===== config.mk =====
export PLATFORM = sky130hd
export DESIGN_NAME = serial_adder
export DESIGN_NICKNAME = d
export VERILOG_FILES = /design/src/rtl/serial_adder_pkg.sv /design/src/rtl/serial_adder_fa.sv /design/src/rtl/serial_adder.sv
export SDC_FILE = /design/constraint.sdc
export NUM_CORES = 1
export LEC_CHECK = 0
export ABC_AREA = 0
export CORE_MARGIN = 2
export CORE_UTILIZATION = 40
export CTS_BUF_LIST = sky130_fd_sc_hd__clkbuf_4
export CTS_CLUSTER_SIZE = 14
export DETAILED_ROUTE_END_ITERATION = 8
export HOLD_SLACK_MARGIN = 0.05
export PLACE_DENSITY = 0.72
export SYNTH_ARGS = -nofsm -noshare
export SYNTH_HDL_FRONTEND = slang
export SYNTH_HIERARCHICAL = 1
export SYNTH_SLANG_ARGS = --single-unit

===== constraint.sdc =====
create_clock -name clk -period 1.3 [get_ports clk]
set_clock_uncertainty 0.05 [all_clocks]
set_input_delay 0.13 -clock clk [delete_from_list [all_inputs] [get_ports clk]]
set_output_delay 0.13 -clock clk [all_outputs]
set_load 0.03 [all_outputs]

===== src/rtl/serial_adder_pkg.sv =====
// Shared definitions for the bit-serial adder: state encoding and default width.
package serial_adder_pkg;

    localparam int DEFAULT_WIDTH = 8;

    typedef enum logic [1:0] {
        IDLE = 2'd0,
        RUN  = 2'd1,
        DONE = 2'd2
    } state_t;

endpackage


===== src/rtl/serial_adder_fa.sv =====
// One-bit full-adder cell used as the per-bit arithmetic stage of serial_adder.
module FullAdder (
    input  logic a,
    input  logic b,
    input  logic ci,
    output logic s,
    output logic co
);

    assign s  = a ^ b ^ ci;
    assign co = (a & b) | (ci & (a ^ b));

endmodule


===== src/rtl/serial_adder.sv =====
// Bit-serial adder: one operand bit per clock through a single full-adder cell,
// result and carry-out presented on registered outputs with a one-cycle done pulse.
module serial_adder
    import serial_adder_pkg::*;
#(
    parameter int WIDTH = DEFAULT_WIDTH
) (
    input  logic             clk,
    input  logic             rst_n,
    input  logic             start,
    input  logic [WIDTH-1:0] a_in,
    input  logic [WIDTH-1:0] b_in,
    input  logic             cin,
    output logic             ready,
    output logic             busy,
    output logic             done,
    output logic [WIDTH-1:0] sum,
    output logic             cout
);

    localparam int CW = $clog2(WIDTH + 1);
    localparam logic [CW-1:0] LAST = CW'(WIDTH - 1);

    state_t           state;
    logic [WIDTH-1:0] opa;
    logic [WIDTH-1:0] opb;
    logic [WIDTH-1:0] res;
    logic [WIDTH-1:0] res_next;
    logic [CW-1:0]    cnt;
    logic             carry;
    logic             fa_s;
    logic             fa_co;

    FullAdder u_fa (
        .a  (opa[0]),
        .b  (opb[0]),
        .ci (carry),
        .s  (fa_s),
        .co (fa_co)
    );

    // Written as shift-then-set so WIDTH=1 needs no empty part-select.
    always_comb begin
        res_next            = res >> 1;
        res_next[WIDTH-1]   = fa_s;
    end

    always_ff @(posedge clk or negedge rst_n) begin
        if (!rst_n) begin
            state <= IDLE;
            opa   <= '0;
            opb   <= '0;
            res   <= '0;
            cnt   <= '0;
            carry <= 1'b0;
            sum   <= '0;
            cout  <= 1'b0;
            ready <= 1'b1;
            busy  <= 1'b0;
            done  <= 1'b0;
        end else begin
            case (state)
                IDLE, DONE: begin
                    done <= 1'b0;
                    if (start) begin
                        opa   <= a_in;
                        opb   <= b_in;
                        carry <= cin;
                        cnt   <= '0;
                        state <= RUN;
                        ready <= 1'b0;
                        busy  <= 1'b1;
                    end else begin
                        state <= IDLE;
                        ready <= 1'b1;
                        busy  <= 1'b0;
                    end
                end
                RUN: begin
                    opa   <= opa >> 1;
                    opb   <= opb >> 1;
                    carry <= fa_co;
                    res   <= res_next;
                    cnt   <= cnt + CW'(1);
                    if (cnt == LAST) begin
                        state <= DONE;
                        sum   <= res_next;
                        cout  <= fa_co;
                        done  <= 1'b1;
                        ready <= 1'b1;
                        busy  <= 1'b0;
                    end
                end
                default: begin
                    state <= IDLE;
                    ready <= 1'b1;
                    busy  <= 1'b0;
                    done  <= 1'b0;
                end
            endcase
        end
    end

endmodule

==> impl_metrics.json <==
{
  "status": "complete, but fails checks",
  "violations": "negative setup slack",
  "seqCellArea_sq_mm": 0.00100,
  "synth_area_leader_cell": "dfrtp_1",
  "track_usage": 0.169,
  "highest_layer": "met4",
  "slowest_delay_ns": 0.38,
  "fin_nets": 201,
  "crit_path_end_kind": "flip-flop",
  "cts.sinks": 40,
  "drtIter0Drc": 49,
  "pwr_density_cell_mw_per_mm2": 2690,
  "post-route-period-util": 1.20,
  "fp.dieH_um": 68.6,
  "crit_slowest_cell": "dfrtp_1",
  "drcViolationCount": 0,
  "numCtsBuffers": 5,
  "p_leak_nw": 1.28,
  "seq_area_frac_synth": 0.600,
  "cp_max_fo": 5,
  "critPathTopFamily": "flip-flops",
  "post-route-min-period_ns": 1.56,
  "dp.cells": 205,
  "worst-r2r-setup-slack_ns": -0.26,
  "die_w_um": 68.6,
  "vias": 1197,
  "dieArea_sq_mm": 0.00471,
  "start_util": 0.417,
  "met3_length_um": 243,
  "first_global_vias": 1224,
  "grt_max_degree": 18,
  "detail_route.wl_per_cell_um": 16.5,
  "synth_top_area_frac": 0.585,
  "grt_overflow": 0,
  "reg2reg_from": "cnt[1]",
  "final-setup-viol-count": 40,
  "worstPathCellList": "ha_2 > nand2_2 > nor3b_4 > buf_6 > mux2_4",
  "syn2layout_area_growth_pct": 51.0,
  "core_sq_mm": 0.00400,
  "cts_buffer_depth": 2,
  "setup_ws_ns": -0.261,
  "cts-root-buf": "clkbuf_4",
  "rsz0062_at_grt": "true",
  "cp.buffers_inverters": 1,
  "io_pins": 32,
  "drt_wl_total_um": 3800,
  "clk_latency_ns": 0.35,
  "antenna_found_initial": 0,
  "tightest_slew_ns": 0.386,
  "placed_area_sq_mm": 0.00214,
  "layoutNonFillerInstCount": 230,
  "ys_ff_latch": 40,
  "route.met2.wl_um": 1990,
  "synth_cell_types": 21,
  "slew_headroom": 0.743,
  "place_congestion": 0.721,
  "via_per_inst": 5.20,
  "reg2reg_depth": 5,
  "clk_pin_slew_ns": 0.12,
  "wl_met1_um": 1520,
  "nFillCells": 284,
  "maxCapViolCount": 0,
  "yosysWarnings": 6,
  "drv_slew": 0,
  "ctsHtreeMaxLevel": 2,
  "cts_tree": "yes",
  "syn_avg_cell_area_sq_um": 14.6,
  "detail-route-antenna-nets": 0,
  "drive_gt1_frac": 0.417,
  "max_freq_mhz": 641,
  "diodes": 0,
  "hold_path_class": "input port to asynchronous set/reset pin",
  "start_kind": "flip-flop",
  "critical_path_arrival_ns": 1.75,
  "crit_type": "flip-flop to flip-flop",
  "final_cell_area_sq_mm": 0.00252,
  "postSynthNetCount": 136,
  "multiInputGateArea_sq_um": 707,
  "grt_pass1_wl_um": 5740,
  "dpl.hpwl_um": 2170,
  "ir_drop_v": 0.00106,
  "hold_violations": 0,
  "dr.pass1.iters": 4,
  "synthesis.area_sq_mm": 0.00167,
  "port_buffers": 31,
  "required_ns": 1.49,
  "rows": 23,
  "synth_cells": 114,
  "r2r_end": "sum[3]",
  "synthTopCellsByArea": "dfrtp_1 58%, mux2_1 11%, a22o_1 10%, a21o_1 6.7%, buf_4 1.8%"
}
-- cell type report --
| class | instances | share of cell area |
|---|---|---|
| Clock inverter | 3 | 0.0149 |
| Sequential cell | 40 | 0.399 |
| Clock buffer | 5 | 0.0149 |
| Timing Repair Buffer | 65 | 0.267 |
| Multi-Input combinational cell | 67 | 0.280 |
| Tap cell | 50 | 0.0248 |
-- logic make-up (layout without fill, tap and decap cells) --
logic type      after synthesis  count (layout)  share of synthesized area
flops                        40              40                      0.600
compound gates               36              36                      0.175
mux                          19              19                      0.127
simple gates                 10              10                     0.0442
buf+inv                       7              73                     0.0345
fa+ha+maj                     2               2                     0.0195
-- how the worst max path moves through the flow --
stage | start | end | slack (ns) | cells past startpoint
6_report | cnt[1] | sum[3] | -0.26 | 5
5_1_grt | cnt[1] | sum[6] | -0.33 | 5
4_1_cts | cnt[1] | sum[6] | -0.23 | 5
3_5_place_dp | start | cnt[0] | -0.23 | 5
3_3_place_gp | start | cnt[0] | -0.21 | 5
2_1_floorplan | state[0] | cout | -0.20 | 4
-- layer usage --
layer / global-route usage / up-vias
met5: 0 / -
met4: 0.0725 / 0
met3: 0.0373 / 5
met2: 0.285 / 40
met1: 0.209 / 600
li1: - / 552
-- registers in the layout, indices dropped and copies added (netlist names) --
name,cells
carry,1
cnt,4
cout,1
done,1
opa,8
opb,8
ready,1
res,7
state,1
sum,8
-- cell usage in the layout (no fill, tap or decap), drive strengths merged, types with 2 or more instances in the layout --
| cell | synthesis | layout |
|---|---|---|
| clkdlybuf4s50 | 0 | 18 |
| a22o | 19 | 19 |
| a21o | 15 | 15 |
| clkdlybuf4s15 | 0 | 4 |
| nor2b | 3 | 3 |
| mux2i | 2 | 2 |
| buf | 7 | 35 |
| dfrtp | 39 | 39 |
| mux2 | 17 | 17 |
| clkinv | 0 | 2 |
| clkbuf | 0 | 12 |
| nand2 | 3 | 3 |
-- cell usage after synthesis --
cell      number
a21o_1        15
a22o_1        19
buf_2          1
buf_4          4
buf_6          2
dfrtp_1       39
dfstp_2        1
fa_1           1
ha_1           1
mux2_1        16
mux2_2         1
mux2i_1        2
nand2_1        3
nand2b_1       1
nand4_1        1
nor2_4         1
nor2b_1        2
nor2b_4        1
nor3b_2        1
o21a_1         1
o21ai_1        1
-- stage by stage --
step	util	worst slack [ns]	hold slack, ns	setup TNS, ns	power, mW
2_1_floorplan	-	-0.197	-0.216	-3.40	4.09
3_3_place_gp	0.536	-0.213	0.0149	-4.97	4.84
3_5_place_dp	0.536	-0.228	0.0245	-5.72	4.96
4_1_cts	0.601	-0.227	0.165	-4.44	6.28
5_1_grt	0.630	-0.329	0.213	-7.21	7.18
6_report	0.630	-0.261	0.168	-5.08	6.78
-- power by group --
group | total, mW | internal (mW) | switching [mW] | leakage [nW]
logic | 3.78 | 2.26 | 1.53 | 0.739
registers | 2.21 | 1.84 | 0.375 | 0.496
clock network | 0.788 | 0.393 | 0.395 | 0.0403
total | 6.78 | 4.49 | 2.30 | 1.28
-- timing repair --
item | CTS | global route
gates resized for setup | 36 | 31
pin swaps | 21 | 6
endpoints found under the hold margin | 40 | 0
cloned | 3 | 2
buffers inserted | 7 | 5
hold buffers | 1 | 0
setup endpoints to repair | 46 | 48
Power figures use the tool's default switching activity.
